<file path="config.mk">
export PLATFORM = sky130hd
export DESIGN_NAME = board_game_sequencer
export DESIGN_NICKNAME = d
export VERILOG_FILES = /design/src/rtl/board_pkg.sv /design/src/rtl/win_detector.sv /design/src/rtl/board_game_sequencer.sv
export SDC_FILE = /design/constraint.sdc
export NUM_CORES = 1
export LEC_CHECK = 0
export BUFFER_PORTS_ARGS = -buffer_cell sky130_fd_sc_hd__buf_2
export CAP_MARGIN = 40
export CORE_ASPECT_RATIO = 0.6
export CORE_MARGIN = 2
export CORE_UTILIZATION = 60
export DETAILED_ROUTE_END_ITERATION = 6
export PLACE_DENSITY = 0.86
export REMOVE_ABC_BUFFERS = 1
export SLEW_MARGIN = 20
export SYNTH_ARGS = -nofsm -noshare
export SYNTH_HDL_FRONTEND = slang
export SYNTH_SLANG_ARGS = --single-unit
export TNS_END_PERCENT = 30
</file>
<file path="constraint.sdc">
create_clock -name clk_25Mhz -period 4.1 [get_ports clk_25Mhz]
set_clock_uncertainty 0.05 [all_clocks]
set_input_delay 0 -clock clk_25Mhz [delete_from_list [all_inputs] [get_ports clk_25Mhz]]
set_output_delay 0 -clock clk_25Mhz [all_outputs]
set_load 0.01 [all_outputs]
</file>
<file path="src/rtl/board_pkg.sv">
// board_pkg: shared cell/state types and the winning-line table for the tic-tac-toe sequencer.
package board_pkg;
   typedef enum logic [1:0] {EMPTY = 2'b00, P1 = 2'b01, P2 = 2'b10} cell_t;
   typedef enum logic [2:0] {IDLE, TURN, CHECK, WIN, DRAW} state_t;
   localparam int NUM_CELLS = 9;
   localparam logic [7:0][2:0][3:0] WIN_LINES = '{
      '{4'd0, 4'd1, 4'd2}, '{4'd3, 4'd4, 4'd5}, '{4'd6, 4'd7, 4'd8},
      '{4'd0, 4'd3, 4'd6}, '{4'd1, 4'd4, 4'd7}, '{4'd2, 4'd5, 4'd8},
      '{4'd0, 4'd4, 4'd8}, '{4'd2, 4'd4, 4'd6}
   };
endpackage

</file>
<file path="src/rtl/win_detector.sv">
// win_detector: flags a completed line for one player and a board with no empty cell.
module win_detector
   import board_pkg::*;
(
   input  logic [2*NUM_CELLS-1:0] cells_i,
   input  cell_t                  player_i,
   output logic                   line_hit_o,
   output logic                   board_full_o
);
   always_comb begin
      line_hit_o   = 1'b0;
      board_full_o = 1'b1;
      for (int l = 0; l < 8; l++)
         line_hit_o |= (cells_i[2*WIN_LINES[l][0] +: 2] == player_i) &&
                       (cells_i[2*WIN_LINES[l][1] +: 2] == player_i) &&
                       (cells_i[2*WIN_LINES[l][2] +: 2] == player_i);
      for (int c = 0; c < NUM_CELLS; c++)
         board_full_o &= cells_i[2*c +: 2] != EMPTY;
   end
endmodule

</file>
<file path="src/rtl/board_game_sequencer.sv">
// board_game_sequencer: tic-tac-toe turn FSM with frame-aligned display copy of board, cursor and turn.
module board_game_sequencer
   import board_pkg::*;
#(
   parameter int FIRST_PLAYER   = 1,
   parameter int TIMEOUT_FRAMES = 600,
   parameter int CNT_W          = 10
) (
   input  logic        clk_25Mhz,
   input  logic        rst,
   input  logic        btn_move,
   input  logic        btn_select,
   input  logic        frame_start,
   output logic [17:0] disp_cells,
   output logic [3:0]  disp_cursor,
   output logic [1:0]  disp_turn,
   output logic        game_over,
   output logic [1:0]  winner
);
   localparam logic [CNT_W-1:0] CNT_LAST = CNT_W'(TIMEOUT_FRAMES - 1);
   state_t                 state_q, state_d;
   logic [2*NUM_CELLS-1:0] cells_q, cells_d, dcells_q, dcells_d;
   logic [3:0]             cursor_q, cursor_d, dcursor_q, dcursor_d;
   cell_t                  turn_q, turn_d, dturn_q, dturn_d;
   logic [CNT_W-1:0]       cnt_q, cnt_d;
   logic                   line_hit, board_full, tick;
   cell_t                  first, other, cur_cell;

   assign first    = cell_t'(FIRST_PLAYER[1:0]);
   assign other    = turn_q == P1 ? P2 : P1;
   assign cur_cell = cell_t'(cells_q[{cursor_q, 1'b0} +: 2]);
   assign tick     = frame_start && TIMEOUT_FRAMES != 0;

   win_detector u_win (
      .cells_i      (cells_q),
      .player_i     (turn_q),
      .line_hit_o   (line_hit),
      .board_full_o (board_full)
   );

   always_comb begin
      state_d   = state_q;
      cells_d   = cells_q;
      cursor_d  = cursor_q;
      turn_d    = turn_q;
      cnt_d     = cnt_q;
      dcells_d  = dcells_q;
      dcursor_d = dcursor_q;
      dturn_d   = dturn_q;
      // display copy samples pre-update live state, so a same-cycle write shows next frame
      if (frame_start) begin
         dcells_d  = cells_q;
         dcursor_d = cursor_q;
         dturn_d   = state_q == TURN ? turn_q : EMPTY;
      end
      case (state_q)
         IDLE: if (btn_select) state_d = TURN;
         TURN:
            if (btn_select && cur_cell == EMPTY) begin
               cells_d[{cursor_q, 1'b0} +: 2] = turn_q;
               cnt_d   = '0;
               state_d = CHECK;
            end else begin
               if (btn_move && !btn_select) cursor_d = cursor_q == 4'd8 ? 4'd0 : cursor_q + 4'd1;
               if (tick) begin
                  cnt_d  = cnt_q == CNT_LAST ? '0 : cnt_q + 1'b1;
                  turn_d = cnt_q == CNT_LAST ? other : turn_q;
               end
            end
         CHECK: begin
            state_d = line_hit ? WIN : board_full ? DRAW : TURN;
            if (!line_hit && !board_full) begin
               turn_d = other;
               cnt_d  = '0;
            end
         end
         default:
            if (btn_select) begin
               cells_d  = '0;
               cursor_d = '0;
               turn_d   = first;
               cnt_d    = '0;
               state_d  = TURN;
            end
      endcase
   end

   always_ff @(posedge clk_25Mhz or posedge rst) begin
      if (rst) begin
         state_q   <= IDLE;
         cells_q   <= '0;
         cursor_q  <= '0;
         turn_q    <= first;
         cnt_q     <= '0;
         dcells_q  <= '0;
         dcursor_q <= '0;
         dturn_q   <= EMPTY;
      end else begin
         state_q   <= state_d;
         cells_q   <= cells_d;
         cursor_q  <= cursor_d;
         turn_q    <= turn_d;
         cnt_q     <= cnt_d;
         dcells_q  <= dcells_d;
         dcursor_q <= dcursor_d;
         dturn_q   <= dturn_d;
      end
   end

   assign disp_cells  = dcells_q;
   assign disp_cursor = dcursor_q;
   assign disp_turn   = dturn_q;
   assign game_over   = state_q == WIN || state_q == DRAW;
   assign winner      = state_q == WIN ? turn_q : state_q == DRAW ? 2'b11 : 2'b00;
endmodule

</file>
==> results.md, run 1 <==
- Status: finished, final reports clean
- Highest attainable clock frequency: 344 MHz
- Comb power frac: 0.372
- Reg2Reg Depth: 5
- Layout-stage area growth over the synthesis result: 10.7%
- Max Transition Viols Final: 0
- Power per cell area: 568 nW/um^2
- Overflow left after global routing: 0
- Startpoint class of the critical path: flop
- Net switching power: 916 uW
- Number of different library cells in the post-synthesis netlist: 57
- WP data arrival: 3090 ps
- Hold Vio Cnt, Final: 0
- Period Utilization, post-route: 0.709
- Overall Global Routing Usage: 0.279
- Nets: 407
- Clock-pin slew of the registers on the worst-case setup and hold paths: 70 ps
- Largest net degree at the start of global routing: 62
- Die width: 104 um
- Worst slew slack as a fraction of its limit: 0.498
- Number of optimization iterations in the first detailed-route pass: 5
- Beginning of the worst register-to-register path: cursor_q[0]
- Most frequent standard cell in the layout excluding fill and tap cells: dfrtp_1
- Sequential area share after synthesis: 0.423
- Time the final worst path needs with I/O delays and setup: 2910 ps
- Count of standard-cell rows: 21
- Vias post-DR: 3093
- Highest net fanout along the worst path: 22
- Deepest level of the CTS H-tree: 3
- Standby leakage power: 1.86 nW
- I/O Buffers: 31
- Count of nets left with antenna violations after detail routing: 0
- Internal power: 1.35 mW
- Total length of routed wires: 8530 um
- Destination of the worst hold path: cursor_q[0]
- Effective utilization at floorplan: 0.634
- Actual transition at the worst max-transition pin: 752 ps
- Ratio of cells with drive above 1 in the final layout: 0.232
- Clock network fraction of total power: 0.264
- Class of the most critical hold timing path: input pin to flop
- Syn Std Cell Area: 3610 um^2
- Reg2reg setup slack: 1190 ps
- Most used DFF post-synth: dfrtp_1
- CTS Buf Count: 9
- Std-Cell Core Area: 5700 um^2
- Required time at the worst-slack endpoint: 4290 ps
- CTS tree: done
- Most frequent cells in the layout: 60 x dfrtp_1, 43 x nand2_1, 31 x buf_2
- Synthesized area per cell: 9.56 um^2
- Unrepaired setup endpoints after global routing: false
- Number of cells on the worst hold path: 6
- Reg2reg end: cnt_q[9]
- Max capacitance violation total: 0
- Clock Latency Late Sink: 350 ps
- Number of global-route vias before repair: 2835
- Count of yosys warnings during synthesis: 0
- Number of design-rule violations left by the first detailed-router iteration: 327
- Root Buffer Master: clkbuf_8
- Clock sinks: 61
- Number of antenna violations at the first check in global routing: 0
- Peak supply drop: 0.313 mV
- Detailed-route vias per instance: 6.43
- Detailed placer's ending HPWL: 5820 um
- Detailed-route wire length per cell: 17.7 um
- Fraction of synthesis flops using an asynchronous set or reset pin: 1.00
- Fill cell count: 431
- Setup TNS: 0 ps
- #FFs+latches synth: 61
- Instance count of the mapped netlist: 378
- Startpoint of the worst hold path: btn_move
- # IOs: 32
- Sequential cell fraction of total power: 0.364
- Switching fraction of total power: 0.403
- Worst-case clock buffer depth: 2
- Overall power: 2.27 mW
- Number of flops mapped to enable cells by yosys: 0
- Die area: 6680 um^2
- Y dimension of the die: 64.1 um
- Remaining routing DRC violations: 0
- Count of antenna diodes in the layout: 0
- Final setup violating endpoints: 0
- Wire length of the first global-routing pass: 14300 um
- Category of the most critical setup path: flop to flop
- Final estimated routing congestion in global placement: 0.935
- CP endpoint kind: flop
[power by group through the flow]
stage	logic, mW	registers, mW	clock network (mW)
2_1_floorplan	0.604	0.803	0
3_3_place_gp	0.787	0.826	0
3_5_place_dp	0.819	0.832	0
4_1_cts	0.830	0.822	0.608
5_1_grt	0.922	0.844	0.640
6_report	0.844	0.827	0.600
[through the flow]
step | cell area (um^2) | hold WS, ps | util | instances | setup WS, ps
final | 4000 | 248 | 0.701 | 481 | 1190
after floorplan | 3480 | 32.5 | - | 351 | 1650
after detailed placement | 3750 | 207 | 0.659 | 464 | 1250
after global placement | 3750 | 198 | 0.659 | 464 | 1390
after CTS | 4000 | 240 | 0.701 | 481 | 1230
after global routing | 4000 | 318 | 0.701 | 481 | 1040
[cell type report]
class / count / area (um^2) / share of cell area
clock inverter: 5 / 85.1 / 0.0213
tap: 80 / 100 / 0.0250
inverter: 17 / 63.8 / 0.0160
timing repair buffer: 35 / 190 / 0.0476
multi-input combinational: 273 / 1890 / 0.474
sequential: 61 / 1530 / 0.382
clock buffer: 10 / 138 / 0.0344
[cell usage after synthesis (4+ instances only)]
library cell  number  area (um^2)
a31oi_1            4         25.0
clkbuf_1          13         48.8
o22ai_1           12         75.1
xor2_1             6         52.6
mux2_2            24          270
dfrtp_1           60         1500
o221ai_1           4         35.0
nand2b_1           6         37.5
and3_1            19          119
nor2_1            18         67.6
nand2_1           43          161
inv_1             17         63.8
nor3_2             8         80.1
o21ai_0           11         55.1
nor3_1            21          105
nand4_1            8         50.1
a21oi_1            6         30.0
o21ai_1            4         20.0
mux2i_1           18          180
or4_1              4         30.0
nand3_1           12         60.1
buf_2             12         60.1
ha_1               5         62.6
[state kept, by name (all words and copies together), names as in the netlist]
register	cells
disp_cells	18
cursor_q	4
cnt_q	10
cells_q	18
turn_q	2
state_q	3
disp_turn	2
disp_cursor	4
[cells by family after synthesis]
kind of cell	Yosys count	synth area share
and+or+nand+nor	152	0.223
AOI/OAI and AO/OA	66	0.135
DFF	61	0.423
buffers and inverters	44	0.0530
muxes	44	0.134
xor gates and xnor gates	6	0.0145
adders and majority gates	5	0.0173
[critical path, cell delays in order, from the launching register on]
cell and delay, ps:
dfrtp_1 710, mux4_2 580, o221a_4 260, a21oi_4 580, nand3_2 240, o311ai_1 360
[what timing repair did]
| action | in CTS | in global routing |
|---|---|---|
| buffers inserted | 0 | 0 |
| gates resized for setup | 0 | 0 |
| endpoints found under the hold margin | 62 | 0 |
| hold buffers | 2 | 0 |
[per-layer routing]
| metal | GRT usage | wire length (um) |
|---|---|---|
| met1 | 0.412 | 3850 |
| met2 | 0.397 | 3660 |
| met3 | 0.0663 | 904 |
| met4 | 0.108 | 113 |
| met5 | 0 | 0 |
[worst max-delay path by stage]
stage                     start       end  slack [ps]  cells after the start
floorplan           cursor_q[0]  cnt_q[9]        1650                      5
global placement    cursor_q[0]  cnt_q[9]        1390                      5
detailed placement  cursor_q[0]  cnt_q[9]        1250                      5
CTS                 cursor_q[0]  cnt_q[9]        1230                      5
global route        cursor_q[0]  cnt_q[9]        1040                      5
finish              cursor_q[0]  cnt_q[9]        1190                      5
Power figures use the tool's default switching activity.
==> run 2: changes to the inputs <==
--- a/config.mk
+++ b/config.mk
@@ -5,6 +5,7 @@
 export SDC_FILE = /design/constraint.sdc
 export NUM_CORES = 1
 export LEC_CHECK = 0
+export ABC_AREA = 1
 export BUFFER_PORTS_ARGS = -buffer_cell sky130_fd_sc_hd__buf_2
 export CAP_MARGIN = 40
 export CORE_ASPECT_RATIO = 0.6
==> constraint.sdc (replaced) <==
create_clock -name clk_25Mhz -period 2.7 [get_ports clk_25Mhz]
set_clock_uncertainty 0.05 [all_clocks]
set_input_delay 0 -clock clk_25Mhz [delete_from_list [all_inputs] [get_ports clk_25Mhz]]
set_output_delay 0 -clock clk_25Mhz [all_outputs]
set_load 0.01 [all_outputs]
==> run 2 against run 1 <==
- maximum frequency increased by 26%
- synthesized cell count increased by 34%
- critical path depth increased by 5
- combinational power increased by 140%
- largest power group unchanged
- power increased by 79%
- via count increased by 14%
- wire length increased by 15%
==> results.md, run 2 <==
- Status: finished, final reports clean
- Overall power: 4.07 mW
- Peak supply drop: 0.720 mV
- Overall Global Routing Usage: 0.317
- Total length of routed wires: 9810 um
- Startpoint class of the critical path: flop
- Unrepaired setup endpoints after global routing: false
- Final Instance Area: 4070 um^2
- I/O Buffers: 31
- Top cell type's share of synthesized area: 0.413
- Die width: 105 um
- Worst-case clock buffer depth: 2
- Most frequent cells after synthesis: 151 x nand2_1, 71 x nor2_1, 60 x dfrtp_1
- Class of the most critical hold timing path: input pin to asynchronous set/reset pin
- Y dimension of the die: 64.3 um
- Detailed-route wire length per cell: 15.6 um
- Max Transition Viols Final: 0
- Filler-free cell count of the finished design: 627
- Number of antenna violations at the first check in global routing: 0
- CP endpoint kind: flop
- WP data arrival: 2500 ps
- Largest net degree at the start of global routing: 45
- Effective utilization at floorplan: 0.638
- Clock-pin slew of the registers on the worst-case setup and hold paths: 70 ps
- Period Utilization, post-route: 0.856
- Number of design-rule violations left by the first detailed-router iteration: 397
- CTS Buf Count: 9
- Count of nets left with antenna violations after detail routing: 0
- Instance count of the mapped netlist: 508
- Highest net fanout along the worst path: 12
- #FFs+latches synth: 61
- Cell types with the largest area share after synthesis: dfrtp_1 41%, nand2_1 16%, nor2_1 7.3%, nand3_1 7.3%, inv_1 4.3%
- Vias post-DR: 3541
- Final estimated routing congestion in global placement: 0.994
- Count of yosys warnings during synthesis: 0
- Post-Route Hold Slack: 72.4 ps
- Resize count post-CTS: 0
- Count of antenna diodes in the layout: 0
- Fraction of synthesis flops using an asynchronous set or reset pin: 1.00
- Clock sinks: 61
- Std-Cell Core Area: 5700 um^2
- Clock Latency Late Sink: 350 ps
- Synthesized area per cell: 7.16 um^2
- Deepest level of the CTS H-tree: 3
- Number of global-route vias before repair: 3268
- Most frequent cells in the layout: 151 x nand2_1, 71 x nor2_1, 60 x dfrtp_1
- Standby leakage power: 2.07 nW
- Placed instance count: 610
- Cell type with the largest total area after synthesis: dfrtp_1
- Required time at the worst-slack endpoint: 2890 ps
- Most frequent standard cell in the layout excluding fill and tap cells: nand2_1
- Power per cell area: 999 nW/um^2
- Category of the most critical setup path: flop to flop
- Number of flops mapped to enable cells by yosys: 0
- Sequential area share after synthesis: 0.420
- Detailed placer's ending HPWL: 7100 um
- Worst slew slack as a fraction of its limit: 0.676
- Wire length of the first global-routing pass: 16600 um
- Actual transition at the worst max-transition pin: 484 ps
- Hold Vio Cnt, Final: 0
- # IOs: 32
- Nets: 552
- Syn Std Cell Area: 3640 um^2
- Number of different library cells in the post-synthesis netlist: 36
- Setup TNS: 0 ps
- Most used DFF post-synth: dfrtp_1
- Standard cell area after detailed placement: 3850 um^2
- Die area: 6730 um^2
- Detailed-route vias per instance: 5.65
- Final setup violating endpoints: 0
- Ratio of cells with drive above 1 in the final layout: 0.146
- Layout-stage area growth over the synthesis result: 11.9%
- Root Buffer Master: clkbuf_8
- Number of optimization iterations in the first detailed-route pass: 6
- Max capacitance violation total: 0
- Top-count cell post-synth: nand2_1
- Remaining routing DRC violations: 0
- Time the final worst path needs with I/O delays and setup: 2310 ps
- Overflow left after global routing: 0
- CTS tree: done
- Highest attainable clock frequency: 433 MHz
- Count of standard-cell rows: 21
## run 2: cell types whose count changed in the layout (fill, tap and decap cells not counted), sizes merged, moves of 18 or more
cell / before / now
mux2: 25 / 4
and3: 20 / 0
a21oi: 7 / 27
nor3: 29 / 3
nor2: 18 / 77
nand3: 13 / 55
mux2i: 18 / 0
inv: 17 / 49
nand2: 43 / 155
## run 2: cells by family (layout without fill, tap and decap cells)
| logic type | count (synthesis) | in the layout | synth area share |
|---|---|---|---|
| AO/OA/AOI/OAI | 65 | 65 | 0.0956 |
| XOR/XNOR | 8 | 8 | 0.0193 |
| adder cells (fa/ha/maj) | 5 | 5 | 0.0172 |
| buffers and inverters | 65 | 104 | 0.0811 |
| flip-flops | 61 | 61 | 0.420 |
| multiplexers | 4 | 4 | 0.0124 |
| AND/OR/NAND/NOR | 300 | 300 | 0.355 |
## run 2: per-layer routing
| metal | global-route usage | vias to the layer above | share of wire | wire (um) |
|---|---|---|---|---|
| li1 | - | 1696 | - | - |
| met5 | 0 | - | 0 | 0 |
| met4 | 0.0676 | 0 | 0.013 | 131 |
| met2 | 0.455 | 184 | 0.40 | 3970 |
| met3 | 0.0786 | 22 | 0.11 | 1120 |
| met1 | 0.482 | 1639 | 0.47 | 4590 |
## run 2: final timing paths
check | startpoint | endpoint | slack, ps | depth (start not counted)
worst min register to register | disp_cells[17] | disp_cells[17] | 450 | 1
max in group asynchronous | rst | turn_q[0] | 2000 | 4
min in group clk_25Mhz | btn_select | state_q[1] | 90 | 6
worst max register to register | cursor_q[0] | cells_q[5] | 390 | 10
worst min-delay path | rst | disp_cells[3] | 70 | 3
worst max-delay path | cursor_q[0] | cells_q[5] | 390 | 10
## run 2: through the flow
stage,utilization,setup WS [ps]
2_1_floorplan,-,780
3_3_place_gp,0.672,471
5_1_grt,0.714,100
6_report,0.714,389
4_1_cts,0.714,457
3_5_place_dp,0.675,471
## run 2: cell type report
type                            count  area [um^2]
Multi-Input combinational cell    382         1820
Fill cell                         481         1630
Sequential cell                    61         1530
Timing Repair Buffer               39          230
Inverter                           49          186
Clock buffer                       13          169
Tap cell                           80          100
Clock inverter                      3         42.5
## run 2: critical path, stage by stage (launching register included)
cell,delay (ps)
dfrtp_1,640
inv_4,110
ha_1,240
inv_1,50
nor2_1,40
nor2_1,270
nand2_1,190
nor2_1,270
o211ai_1,160
nand2_1,110
nand2_1,60
## run 2: report_power, final
part / switching (mW) / total, mW / internal (mW)
combinational: 1.45 / 2.03 / 0.578
sequential: 0.136 / 1.17 / 1.04
clock: 0.368 / 0.869 / 0.501
total: 1.95 / 4.07 / 2.12
## run 2: timing repair
action / CTS / global route
hold buffers: 1 / 0
hold endpoints to repair: 60 / 0
buffers inserted: 0 / 0
==> run 3: changes to the inputs <==
--- a/config.mk
+++ b/config.mk
@@ -13,7 +13,6 @@
 export CORE_UTILIZATION = 60
 export DETAILED_ROUTE_END_ITERATION = 6
 export PLACE_DENSITY = 0.86
-export REMOVE_ABC_BUFFERS = 1
 export SLEW_MARGIN = 20
 export SYNTH_ARGS = -nofsm -noshare
 export SYNTH_HDL_FRONTEND = slang
==> constraint.sdc (replaced) <==
create_clock -name clk_25Mhz -period 2.35 [get_ports clk_25Mhz]
set_clock_uncertainty 0.05 [all_clocks]
set_input_delay 0 -clock clk_25Mhz [delete_from_list [all_inputs] [get_ports clk_25Mhz]]
set_output_delay 0 -clock clk_25Mhz [all_outputs]
set_load 0.01 [all_outputs]
==> run 3 against run 2 <==
- register-to-register slack lost 240 ps
- global-route usage about the same
- final cell count rose by 0.16%
- count of clock-buffer cells in the layout shrank 3
- die area did not move
- maximum frequency rose by 5.0%
- via count is 1.2% higher
- worst setup slack worse by 240 ps
- wire length is 0.27% lower
- critical path depth did not move
- clock power rose by 0.5%
==> results.md, run 3 (synthesis gave the netlist of run 2 again) <==
- Status: finished, final reports clean
- Max capacitance violation total: 0
- Worst-case clock buffer depth: 2
- Filler-free cell count of the finished design: 628
- Worst slew slack as a fraction of its limit: 0.591
- Deepest level of the CTS H-tree: 3
- Total length of routed wires: 9780 um
- CP endpoint kind: flop
- Peak supply drop: 0.632 mV
- Startpoint class of the critical path: flop
- Nets: 553
- Count of antenna diodes in the layout: 0
- Post-synthesis net count: 518
- Detailed-route wire length per cell: 15.6 um
- Fin worst setup slack: 150 ps
- Hold Vio Cnt, Final: 0
- Number of global-route vias before repair: 3262
- Number of cells on the worst hold path: 6
- Die width: 105 um
- CTS tree: done
- Count of standard-cell rows: 21
- I/O Buffers: 31
- Standby leakage power: 2.07 nW
- # IOs: 32
- Period Utilization, post-route: 0.936
- Clock network fraction of total power: 0.193
- Largest net degree at the start of global routing: 62
- Detailed placer's ending HPWL: 7250 um
- Most frequent cells in the layout: 150 x nand2_1, 71 x nor2_1, 58 x dfrtp_1
- Sequential cell fraction of total power: 0.306
- Detailed-route vias per instance: 5.71
- Crit path top cell by count: nand2_1
- Switching fraction of total power: 0.493
- Standard cell area after detailed placement: 3840 um^2
- Crit path cell chain: inv_1 -> nand3_2 -> nand2_1 -> inv_1 -> nand2_1 -> o21ai_0 -> nand2_1 -> nand2_4 -> nand2_1 -> nand2_1
- Power per cell area: 1110 nW/um^2
- Reg2Reg Depth: 10
- Number of design-rule violations left by the first detailed-router iteration: 387
- Class of the most critical hold timing path: input pin to flop
- Layout-stage area growth over the synthesis result: 11.6%
- Cell at the slowest stage of the critical path: dfrtp_1
- Highest attainable clock frequency: 455 MHz
- CTS Buf Count: 9
- Unrepaired setup endpoints after global routing: false
- Std-Cell Core Area: 5700 um^2
- Wire length of the first global-routing pass: 16200 um
- Final Instance Area: 4060 um^2
- Final setup violating endpoints: 0
- Die area: 6730 um^2
- Root Buffer Master: clkbuf_8
- Pre-CTS setup slack: 93.5 ps
- Y dimension of the die: 64.3 um
- Ratio of cells with drive above 1 in the final layout: 0.157
- Final estimated routing congestion in global placement: 1.01
- Actual transition at the worst max-transition pin: 609 ps
- Placed instance count: 610
- Overall Global Routing Usage: 0.317
- Overall power: 4.52 mW
- Remaining routing DRC violations: 0
- Core Util, Final: 0.713
- Internal power: 2.29 mW
- Combined buffer and inverter count along the critical path: 2
- Clock sinks: 61
- WP data arrival: 2390 ps
- Family with the most delay on the worst path: simple AND/OR/NAND/NOR gates
- Overflow left after global routing: 0
- Clock-pin slew of the registers on the worst-case setup and hold paths: 70 ps
- Number of antenna violations at the first check in global routing: 0
- Comb power frac: 0.501
- Most frequent standard cell in the layout excluding fill and tap cells: nand2_1
- Time the final worst path needs with I/O delays and setup: 2200 ps
- Post-Route Hold Slack: 107 ps
- Clock Latency Late Sink: 350 ps
- Highest net fanout along the worst path: 13
- Max Transition Viols Final: 0
- Number of optimization iterations in the first detailed-route pass: 7
- Largest stage delay, worst path: 410 ps
- Required time at the worst-slack endpoint: 2540 ps
- Vias post-DR: 3584
- Setup TNS: 0 ps
- Net switching power: 2.23 mW
- Effective utilization at floorplan: 0.638
- Category of the most critical setup path: flop to flop
- Count of nets left with antenna violations after detail routing: 0
- Levels on crit path: 10
## run 3: cell count changes in the layout (fill, tap and decap cells not counted), moves of 2 or more
cell / previous run / this run
inv_6: 0 / 2
dfrtp_2: 0 / 2
clkbuf_8: 12 / 10
dfrtp_1: 60 / 58
clkinv_4: 0 / 2
## run 3: layout make-up
class | instances | area, um^2
timing repair buffer | 40 | 238
inverter | 49 | 189
clock inverter | 6 | 45.0
fill | 492 | 1640
sequential | 61 | 1530
clock buffer | 10 | 138
tap | 80 | 100
multi-input combinational | 382 | 1820
## run 3: path summary, 6_finish.rpt
path | from | end | slack [ps]
worst min register to register | cnt_q[7] | cnt_q[7] | 450
max in group asynchronous | rst | cursor_q[0] | 1540
worst max register to register | state_q[1] | cnt_q[1] | 150
worst min-delay path | btn_move | cursor_q[0] | 110
worst max-delay path | state_q[1] | cnt_q[1] | 150
min in group asynchronous | rst | state_q[2] | 200
## run 3: layer usage
| metal | routed length, um | part of all wire | track usage | vias up |
|---|---|---|---|---|
| met5 | 0 | 0 | 0 | - |
| met4 | 94 | 0.0096 | 0.0693 | 0 |
| met3 | 1150 | 0.12 | 0.0918 | 14 |
| met2 | 3930 | 0.40 | 0.450 | 209 |
| met1 | 4610 | 0.47 | 0.479 | 1653 |
| li1 | - | - | - | 1708 |
## run 3: power by group through the flow
stage / registers, mW / logic (mW) / clock network (mW)
3_5_place_dp: 1.39 / 2.17 / 0
2_1_floorplan: 1.35 / 1.71 / 0
5_1_grt: 1.40 / 2.49 / 0.930
6_report: 1.39 / 2.26 / 0.873
3_3_place_gp: 1.38 / 2.12 / 0
4_1_cts: 1.37 / 2.19 / 0.878
## run 3: worst reg2reg max path, stage by stage, from the launching register on
cell     delay (ps)
dfrtp_1         410
inv_1           140
nand3_2         290
nand2_1         150
inv_1            60
nand2_1         120
o21ai_0         150
nand2_1         380
nand2_4         160
nand2_1         110
nand2_1          70
## run 3: what timing repair did
item	CTS	global route
hold buffers	1	0
buffers inserted	0	0
endpoints found under the hold margin	60	0
endpoints found under the setup margin	0	8
gates resized for setup	0	6
